`config.mk`:
```
export PLATFORM = sky130hd
export DESIGN_NAME = uart_tx
export DESIGN_NICKNAME = d
export VERILOG_FILES = /design/src/rtl/uart_pkg.sv /design/src/rtl/uart_fifo.sv /design/src/rtl/uart_tx.sv
export SDC_FILE = /design/constraint.sdc
export NUM_CORES = 1
export LEC_CHECK = 0
export ABC_AREA = 1
export CAP_MARGIN = 15
export CORE_ASPECT_RATIO = 1.25
export CORE_UTILIZATION = 29
export CTS_CLUSTER_DIAMETER = 30
export DETAILED_ROUTE_END_ITERATION = 8
export GPL_TIMING_DRIVEN = 1
export PLACE_DENSITY_LB_ADDON = 0.1
export SLEW_MARGIN = 20
export SYNTH_ARGS = -nofsm -noshare
export SYNTH_HDL_FRONTEND = slang
export SYNTH_SLANG_ARGS = --single-unit
```
`constraint.sdc`:
```
create_clock -name clk -period 4 [get_ports clk]
set_input_delay 0.8 -clock clk [delete_from_list [all_inputs] [get_ports clk]]
set_output_delay 0.8 -clock clk [all_outputs]
set_load 0.005 [all_outputs]
```
`src/rtl/uart_pkg.sv`:
```
// Shared definitions for the UART transmitter: FSM states, register map, STATUS layout.
package uart_pkg;

    typedef enum logic [1:0] {
        StIdle,
        StStart,
        StData,
        StStop
    } tx_state_e;

    // Word offsets within the 16-byte register window (addr[3:2])
    localparam logic [1:0] RegTxData  = 2'd0;
    localparam logic [1:0] RegStatus  = 2'd1;
    localparam logic [1:0] RegBaudDiv = 2'd2;

    // STATUS bit positions
    localparam int unsigned StatusBusy     = 0;
    localparam int unsigned StatusFull     = 1;
    localparam int unsigned StatusEmpty    = 2;
    localparam int unsigned StatusOvf      = 3;
    localparam int unsigned StatusLevelLsb = 4;
    localparam int unsigned StatusLevelW   = 4;

    function automatic logic [31:0] status_word(
        input logic [StatusLevelW-1:0] level,
        input logic                    ovf,
        input logic                    empty,
        input logic                    full,
        input logic                    busy
    );
        logic [31:0] w;
        w = '0;
        w[StatusLevelLsb +: StatusLevelW] = level;
        w[StatusOvf]   = ovf;
        w[StatusEmpty] = empty;
        w[StatusFull]  = full;
        w[StatusBusy]  = busy;
        return w;
    endfunction

endpackage

```
`src/rtl/uart_fifo.sv`:
```
// Synchronous FIFO with combinational read port; extra pointer bit separates full from empty.
module uart_fifo #(
    parameter int unsigned Width = 8,
    parameter int unsigned Depth = 8
) (
    input  logic                   clk,
    input  logic                   rst,
    input  logic                   push,
    input  logic                   pop,
    input  logic [Width-1:0]       din,
    output logic [Width-1:0]       dout,
    output logic                   full,
    output logic                   empty,
    output logic [$clog2(Depth):0] level
);

    localparam int unsigned AddrW = $clog2(Depth);

    logic [Width-1:0] mem [Depth];
    logic [AddrW:0]   wr_ptr_q;
    logic [AddrW:0]   rd_ptr_q;
    logic             do_push;
    logic             do_pop;

    assign empty = (wr_ptr_q == rd_ptr_q);
    assign full  = (wr_ptr_q[AddrW] != rd_ptr_q[AddrW]) &&
                   (wr_ptr_q[AddrW-1:0] == rd_ptr_q[AddrW-1:0]);
    assign level = wr_ptr_q - rd_ptr_q;
    assign dout  = mem[rd_ptr_q[AddrW-1:0]];

    // A pop in the same cycle frees a slot, so a push on full is still accepted
    assign do_pop  = pop && !empty;
    assign do_push = push && (!full || do_pop);

    // Pointer update; reset discards contents by realigning the pointers
    always_ff @(posedge clk or posedge rst) begin
        if (rst) begin
            wr_ptr_q <= '0;
            rd_ptr_q <= '0;
        end else begin
            if (do_push) wr_ptr_q <= wr_ptr_q + 1'b1;
            if (do_pop)  rd_ptr_q <= rd_ptr_q + 1'b1;
        end
    end

    // Storage write
    always_ff @(posedge clk) begin
        if (do_push) mem[wr_ptr_q[AddrW-1:0]] <= din;
    end

endmodule

```
`src/rtl/uart_tx.sv`:
```
// Memory-mapped UART transmitter: register slave on ic0, TX FIFO, 8N1 serialiser.
module uart_tx
    import uart_pkg::*;
#(
    parameter logic [31:0] BASE_ADDR  = 32'h0000_3000,
    parameter int unsigned FIFO_DEPTH = 8,
    parameter logic [15:0] RST_DIV    = 16'd867
) (
    input  logic        clk,
    input  logic        c_sys_rst,
    input  logic        ic0_c_axi_mst_wr_valid,
    input  logic [31:0] ic0_axi_mst_wr_addr,
    input  logic [31:0] ic0_axi_mst_wr_data,
    input  logic [3:0]  ic0_axi_mst_wr_strobe,
    input  logic        ic0_c_axi_mst_rd_valid,
    input  logic [31:0] ic0_axi_mst_rd_addr,
    output logic        ic0_c_axi_slv_rd_ready_3,
    output logic [31:0] ic0_axi_slv_rd_data_3,
    output logic        uart_txd_o
);

    localparam int unsigned LevelW = $clog2(FIFO_DEPTH) + 1;

    // Bus decode
    logic       wr_hit;
    logic       rd_hit;
    logic [1:0] wr_off;
    logic [1:0] rd_off;
    logic       push_req;
    logic       status_rd;
    logic       ovf_set;

    // Registers
    logic [15:0] baud_div_q;
    logic        ovf_q;
    logic        rd_ready_q;
    logic [31:0] rd_data_q;
    logic [31:0] rd_word;

    // FIFO
    logic              fifo_full;
    logic              fifo_empty;
    logic [7:0]        fifo_dout;
    logic [LevelW-1:0] fifo_level;
    logic [3:0]        level_field;

    // Serialiser
    tx_state_e   state_q;
    logic [7:0]  shift_q;
    logic [15:0] div_q;
    logic [15:0] cnt_q;
    logic [2:0]  bit_idx_q;
    logic        txd_q;
    logic        frame_start;
    logic        pop;

    assign wr_hit    = ic0_c_axi_mst_wr_valid && (ic0_axi_mst_wr_addr[31:4] == BASE_ADDR[31:4]);
    assign rd_hit    = ic0_c_axi_mst_rd_valid && (ic0_axi_mst_rd_addr[31:4] == BASE_ADDR[31:4]);
    assign wr_off    = ic0_axi_mst_wr_addr[3:2];
    assign rd_off    = ic0_axi_mst_rd_addr[3:2];
    assign push_req  = wr_hit && (wr_off == RegTxData) && ic0_axi_mst_wr_strobe[0];
    assign status_rd = rd_hit && (rd_off == RegStatus);
    // A concurrent pop makes room, so only an unserviced push on full is an overflow
    assign ovf_set   = push_req && fifo_full && !pop;

    logic unused_bits;
    assign unused_bits = ^{ic0_axi_mst_wr_data[31:16], ic0_axi_mst_wr_addr[1:0],
                           ic0_axi_mst_wr_strobe[3:2], ic0_axi_mst_rd_addr[1:0]};

    uart_fifo #(
        .Width(8),
        .Depth(FIFO_DEPTH)
    ) u_fifo (
        .clk  (clk),
        .rst  (c_sys_rst),
        .push (push_req),
        .pop  (pop),
        .din  (ic0_axi_mst_wr_data[7:0]),
        .dout (fifo_dout),
        .full (fifo_full),
        .empty(fifo_empty),
        .level(fifo_level)
    );

    assign level_field = 4'(fifo_level);

    // Read data mux for the addressed register
    always_comb begin
        rd_word = '0;
        case (rd_off)
            RegStatus:  rd_word = status_word(level_field, ovf_q, fifo_empty, fifo_full,
                                              state_q != StIdle);
            RegBaudDiv: rd_word = {16'h0000, baud_div_q};
            default:    rd_word = '0;
        endcase
    end

    // Register file, sticky overflow and one-cycle read response
    always_ff @(posedge clk or posedge c_sys_rst) begin
        if (c_sys_rst) begin
            baud_div_q <= RST_DIV;
            ovf_q      <= 1'b0;
            rd_ready_q <= 1'b0;
            rd_data_q  <= '0;
        end else begin
            if (wr_hit && (wr_off == RegBaudDiv)) begin
                if (ic0_axi_mst_wr_strobe[0]) baud_div_q[7:0]  <= ic0_axi_mst_wr_data[7:0];
                if (ic0_axi_mst_wr_strobe[1]) baud_div_q[15:8] <= ic0_axi_mst_wr_data[15:8];
            end
            // Overflow in the clearing cycle takes priority
            ovf_q      <= ovf_set | (ovf_q & ~status_rd);
            rd_ready_q <= rd_hit;
            rd_data_q  <= rd_hit ? rd_word : '0;
        end
    end

    assign ic0_c_axi_slv_rd_ready_3 = rd_ready_q;
    assign ic0_axi_slv_rd_data_3    = rd_data_q;

    // New frame begins from idle, or straight out of the last stop-bit cycle
    assign frame_start = !fifo_empty &&
                         ((state_q == StIdle) || ((state_q == StStop) && (cnt_q == '0)));
    assign pop = frame_start;

    // Serialiser FSM; each bit lasts div_q+1 cycles via a reloading down-counter
    always_ff @(posedge clk or posedge c_sys_rst) begin
        if (c_sys_rst) begin
            state_q   <= StIdle;
            shift_q   <= '0;
            div_q     <= '0;
            cnt_q     <= '0;
            bit_idx_q <= '0;
            txd_q     <= 1'b1;
        end else if (frame_start) begin
            shift_q   <= fifo_dout;
            div_q     <= baud_div_q;
            cnt_q     <= baud_div_q;
            bit_idx_q <= '0;
            txd_q     <= 1'b0;
            state_q   <= StStart;
        end else begin
            case (state_q)
                StIdle: begin
                    txd_q <= 1'b1;
                end
                StStart: begin
                    if (cnt_q == '0) begin
                        txd_q     <= shift_q[0];
                        shift_q   <= {1'b0, shift_q[7:1]};
                        bit_idx_q <= '0;
                        cnt_q     <= div_q;
                        state_q   <= StData;
                    end else begin
                        cnt_q <= cnt_q - 16'd1;
                    end
                end
                StData: begin
                    if (cnt_q == '0) begin
                        cnt_q <= div_q;
                        if (bit_idx_q == 3'd7) begin
                            txd_q   <= 1'b1;
                            state_q <= StStop;
                        end else begin
                            txd_q     <= shift_q[0];
                            shift_q   <= {1'b0, shift_q[7:1]};
                            bit_idx_q <= bit_idx_q + 3'd1;
                        end
                    end else begin
                        cnt_q <= cnt_q - 16'd1;
                    end
                end
                StStop: begin
                    if (cnt_q == '0) begin
                        state_q <= StIdle;
                    end else begin
                        cnt_q <= cnt_q - 16'd1;
                    end
                end
                default: state_q <= StIdle;
            endcase
        end
    end

    assign uart_txd_o = txd_q;

endmodule

```
== Yosys cells after proc, flatten, opt, wreduce, memory -nomap -nowiden ==
Memory sizes are Yosys's and may differ from the RTL's.
Cells that the tools add are included.

* Register bits: 104
* Latch bits: 0
* Memory bits (writable): 64
* ROM bits: 0
* Input port bits: 104
* Output and inout port bits: 34
* Logic and storage cells: 102
* Memories: 1

{| class="wikitable"
|+ Memories
! memory !! words !! bits a word !! read ports !! clocked after memory_dff !! wr ports !! line !! text
|-
| u_fifo.mem || 8 || 8 || 1 || 0 || 1 || uart_fifo.sv:19 || <nowiki>logic [Width-1:0] mem [Depth];</nowiki>
|}

* $add $sub $neg: 5
* Multiply operators: 0
* Div/mod/pow operators: 0
* Magnitude comparators: 0
* Equality and inequality tests: 18
* Shift operators: 0
* Muxes and demuxes: 29
* Bitwise logic cells: 3
* Reductions and logical operators: 33

{| class="wikitable"
|+ Operator list
! operator !! count
|-
| $pmux 16 s2 || 2
|-
| $eq 28x10->1 const B || 2
|-
| $mux 16 || 3
|-
| $mux 32 || 1
|-
| $mux 8 || 4
|-
| $logic_not 16->1 || 1
|-
| $pmux 8 s2 || 1
|-
| $sub 16x1->16 const B || 1
|-
| $ne 3x3->1 const B || 5
|-
| $logic_and 1x1->1 || 13
|-
| $mux 3 || 4
|-
| $mux 2 || 5
|-
| $add 4x1->4 const B || 2
|-
| $eq 2x2->1 const B || 4
|-
| $reduce_bool 4->1 || 2
|-
| $mux 1 || 6
|-
| $pmux 2 s3 || 1
|-
| $pmux 3 s2 || 1
|-
| $reduce_and 2->1 || 3
|-
| $reduce_bool 3->1 || 2
|-
| $reduce_and 5->1 || 1
|-
| $eq 2x1->1 const B || 2
|-
| $eq 4x4->1 || 1
|-
| $logic_not 2->1 || 2
|-
| other kinds (16) || 19
|}

== Logic depth before layout (Yosys ltp) ==
* Depth in word-level cells: 9
* Mapped depth: 14
* Mapped depth without buffers: 12

== Cells and area by module ==
A second synthesis with hierarchy kept.

* Cells, all modules: 890
* Area, all modules: 7721.2 sq um

{| class="wikitable"
|+ Modules (own cells, without submodules)
! module !! instances !! cells an instance !! area an instance (sq um) !! sequential area each (sq um)
|-
| uart_tx || 1 || 581 || 4451.8 || 2010.7
|-
| uart_fifo || 1 || 309 || 3269.4 || 2122.0
|}

== Least setup slack after synthesis ==
Ideal clock, no wire load.

* Path type: reg-to-reg
* Start point: register u_fifo.rd_ptr_q[2]
* End point: memory u_fifo.mem[2][0] (enable)
* Setup time: 370 ps
* Arrival: 2172 ps
* Data required time: 3630 ps
* Setup slack: 1458 ps
* Stages on the path, launching flop included: 12
* Path buffers: 2
* Clock period less this slack: 2542 ps
* Cells stage by stage: dfrtp_1 > clkbuf_1 > inv_1 > clkbuf_1 > ha_1 > inv_1 > nor3_2 > inv_1 > nor3_1 > nor2_1 > nand2_1 > nor2_1

* Word-level cells in the longest chain between the ends: 8
* Elaborated cells between the ends (all ways): 11
* Those cells by class: 2 x eq/ne; 2 x mux; 7 x reduce/logical

{| class="wikitable"
|+ RTL lines
! item !! line !! text
|-
| start, declared || uart_fifo.sv:21 || <nowiki>logic [AddrW:0] rd_ptr_q;</nowiki>
|-
| start signal, assigned || uart_fifo.sv:42 || <nowiki>if (do_pop) rd_ptr_q <= rd_ptr_q + 1'b1;</nowiki>
|-
| $eq 4x4->1 || uart_fifo.sv:25 || <nowiki>assign empty = (wr_ptr_q == rd_ptr_q);</nowiki>
|-
| $logic_not 1->1 || uart_fifo.sv:32, uart_tx.sv:121 ||
|-
| $logic_and 1x1->1 || uart_tx.sv:121 || <nowiki>assign frame_start = !fifo_empty &&</nowiki>
|-
| $logic_and 1x1->1 || uart_fifo.sv:32 || <nowiki>assign do_pop = pop && !empty;</nowiki>
|-
| $logic_or 1x1->1 (*) || uart_fifo.sv:33 || <nowiki>assign do_push = push && (!full || do_pop);</nowiki>
|-
| $logic_and 1x1->1 (*) || uart_fifo.sv:33 ||
|-
| $mux 1 (*) || uart_fifo.sv:48 || <nowiki>if (do_push) mem[wr_ptr_q[AddrW-1:0]] <= din;</nowiki>
|-
| $mux 1 (not written as such) (*) || uart_fifo.sv:48 ||
|-
| end, declared || uart_fifo.sv:19 ||
|}

Mark *: on every way between the ends. The rest lies on a longest branch, timed or not.

== Final worst setup path ==
* Start point: register u_fifo.rd_ptr_q[2]
* End point: register cnt_q[12]

* Word-level cells in the longest chain between the ends: 5
* Elaborated cells between the ends (all ways): 7
* Those cells by class: 2 x eq/ne; 1 x mux; 4 x reduce/logical

{| class="wikitable"
|+ RTL lines
! item !! line !! text
|-
| $eq 4x4->1 (*) || uart_fifo.sv:25 ||
|-
| $logic_not 1->1 (*) || uart_tx.sv:121 ||
|-
| $logic_and 1x1->1 (*) || uart_tx.sv:121 ||
|-
| $ne 3x3->1 (no line) or $reduce_bool 3->1 (tied branches) || n/a ||
|-
| $reduce_and 2->1 (no line) || n/a ||
|-
| end signal, assigned || uart_tx.sv:137 || <nowiki>cnt_q <= baud_div_q;</nowiki>
|-
| end signal, assigned || uart_tx.sv:151 || <nowiki>cnt_q <= div_q;</nowiki>
|-
| end signal, assigned || uart_tx.sv:154 || <nowiki>cnt_q <= cnt_q - 16'd1;</nowiki>
|-
| end, declared || uart_tx.sv:51 || <nowiki>logic [15:0] cnt_q;</nowiki>
|}

Marks and branches as above.
A chain may end at the register's enable or synchronous reset.

==> flow_metrics.tcl <==
set metrics [dict create \
    status "completed" \
    rows 64 \
    io_pins 138 \
    multi_input_area_um2 2760 \
    leakage_nw 4.15 \
    nNetsFinal 1057 \
    worstPathArrival_ns 2.96 \
    crit_end "cnt_q[12]" \
    grt_pass1_vias 5693 \
    avgRoutedWirePerCell_um 14.5 \
    syn-instance-count 830 \
    synth_seq_cells 152 \
    seq_power_share_pct 41.8 \
    seqCellArea_um2 4130 \
    power_frac_comb_pct 15.3 \
    startpoint "u_fifo.rd_ptr_q[2]" \
    hold_depth 1 \
    place_area_um2 8710 \
    r2r_cells 12 \
    cts_tree "done" \
    die_w_um 145 \
    root_buffer "clkbuf_16" \
    grt_setup_unrepaired "no" \
    min_period_ns 2.66 \
    fill_cells 2537 \
    synth_area_leader_cell "dfrtp_1" \
    clockBufferDepth 2 \
    start_util_pct 29.8 \
    end_kind "flip-flop" \
    pre_cts_ws_ns 1.02 \
    drc_errors 0 \
    track_usage_pct 15.3 \
    coreArea_um2 24700 \
    internal_power_mw 2.89 \
    yosysTopAreaCellShare_pct 27.5 \
    synth.distinct_cells 40 \
    fmax_mhz 376 \
    fin_skew_ns 0.00986 \
    drt-vias-per-instance 4.38 \
    ctsHtreeMaxLevel 4 \
    period_share_pct 66.5 \
    ant_nets 0 \
    synth.area.top_cells "dfrtp_1 28%, edfxtp_1 26%, nand2_1 13%" \
    critPathLaunchType "flip-flop" \
    hold_viol 0 \
    cts_num_sinks 152 \
    clk_pin_slew_ns 0.06 \
    clk_latency_ns 0.41 \
    r2r_slack_ns 1.34 \
    num_vias 5607 \
    worst_pin_slew_ns 1.04 \
    synth.avg_cell_area_um2 8.87 \
    maxSlewHeadroom_pct 30.9 \
    synth_area_um2 7370 \
    fin_setup_tns_ns 0 \
    drive_gt1_share_pct 7.47 \
    ir_drop_uv 284 \
    dieArea_um2 26000 \
    grt.overflow.total 0 \
    drtIter0Drc 224 \
    crit_required_ns 4.30 \
    io_buffers 99 \
    crit-reg2reg-launch "u_fifo.rd_ptr_q[2]" \
    dp_hpwl_um 13500 \
    power_frac_clock_pct 42.9 \
    grt_pass1_wl_um 30600 \
    cp_max_fo 24 \
    numCtsBuffers 17 \
    setup_viol 0 \
    maxCapViolCount 0 \
    antenna_found_initial 0 \
    hp-class "flip-flop to flip-flop" \
    critPathKind "flip-flop to flip-flop" \
    drv_slew 0 \
    p_sw_mw 1.06 \
    swShare_pct 26.8 \
    ctsHoldBuffers 0 \
    dieHeight_um 180 \
    n_antenna_cell 0 \
    postRouteWirelength_um 18500 \
    cts_resized 0 \
    cts_setup_buffers 0 \
    hp-start "bit_idx_q[0]" \
    p_per_area_nw_per_um2 424 \
    worstReg2RegEnd "cnt_q[12]" \
    fin_area_um2 9330 \
    gp_congestion 0.736 \
    fin_ws_ns 1.34 \
    drtPass1Iterations 4 \
    seq_area_frac_synth_pct 56.1 \
    grt_max_degree 53 \
    ys_warn_count 0 \
    synthToLayoutAreaGrowth_pct 26.6 \
]
power groups by stage:
stage / sequential [mW] / combinational, mW / clock [mW]
2_1_floorplan: 1.68 / 0.418 / 0
3_3_place_gp: 1.68 / 0.619 / 0
3_5_place_dp: 1.68 / 0.620 / 0
4_1_cts: 1.65 / 0.621 / 1.73
5_1_grt: 1.65 / 0.685 / 1.80
6_report: 1.65 / 0.604 / 1.70
Yosys cell counts, drive strengths merged:
master / instances
a21oi: 14
a22oi: 3
a32o: 1
a32oi: 1
and2: 1
buf: 27
clkbuf: 16
conb: 1
dfrtp: 81
dfstp: 7
edfxtp: 64
fa: 1
ha: 14
inv: 71
nand2: 251
nand3: 40
nand3b: 5
nand4: 6
nor2: 107
nor3: 6
nor4: 2
o211ai: 11
o21ai: 68
o22ai: 14
o31ai: 1
or2: 3
xnor2: 5
xor2: 9
cell usage in the layout (no fill, tap or decap), types with 11 or more instances in the layout:
cell and instances:
a21oi_1 14, o22ai_1 14, clkbuf_16 17, dfrtp_1 81
o21ai_0 66, nand2_1 247, nand3_1 37, buf_4 17
o211ai_1 11, clkdlybuf4s50_1 99, edfxtp_1 64, ha_1 14
inv_1 68, conb_1 16, nor2_1 104
worst max-delay path, cell delays in order, from the launching register on:
cell and delay (ns):
dfrtp_1 0.54, inv_1 0.07, buf_4 0.19, ha_1 0.34, inv_1 0.08, nor3_2 0.21
nand2_1 0.14, nand2_4 0.27, nand3_2 0.15, nand2_4 0.23, inv_4 0.15, nand2_1 0.09
nand2_1 0.05
worst min path at each step:
stage	to	slack, ns
after CTS	bit_idx_q[0]	0.48
final	bit_idx_q[0]	0.47
after global placement	div_q[7]	0.46
after floorplan	bit_idx_q[0]	0.44
after detailed placement	div_q[4]	0.47
after global routing	div_q[2]	0.50
metal layers:
metal | global-route usage (%) | vias up | wire length, µm
li1 | - | 2895 | -
met1 | 18.5 | 2627 | 8100
met2 | 27.2 | 70 | 9710
met3 | 2.42 | 15 | 396
met4 | 5.14 | 0 | 338
met5 | 0 | - | 0
sequential cells by signal (all words and copies together), names as in the netlist:
name,flops
ic0_c_axi_slv_rd_ready_3,1
ovf_q,1
uart_txd_o,1
ic0_axi_slv_rd_data_3,16
state_q,2
u_fifo.rd_ptr_q,4
bit_idx_q,3
shift_q,8
u_fifo.mem,64
cnt_q,16
div_q,16
u_fifo.wr_ptr_q,4
baud_div_q,16
cell families after synthesis:
logic type	share of synthesized area, %
and+or+nand+nor	23.7
DFF	56.1
buffers and inverters	7.20
AOI/OAI and AO/OA	8.54
adders and majority gates	2.65
xor gates and xnor gates	1.77
other	0.0509
final cells by class:
type / instances / share of cell area [%]
clock buffer: 20 / 4.68
clock inverter: 11 / 1.87
inverter: 71 / 2.91
multi-input combinational: 579 / 29.6
sequential: 152 / 44.3
tap: 330 / 4.43
timing repair buffer: 117 / 12.2
through the flow:
step                hold slack, ns  util (%)  instances  total power, mW
floorplan                    0.439         -        845             2.10
global placement             0.460      35.2       1249             2.30
detailed placement           0.466      35.2       1249             2.30
CTS                          0.478      37.7       1280             4.01
global route                 0.504      37.7       1280             4.14
finish                       0.474      37.7       1280             3.95
(Power assumes the default switching activity.)
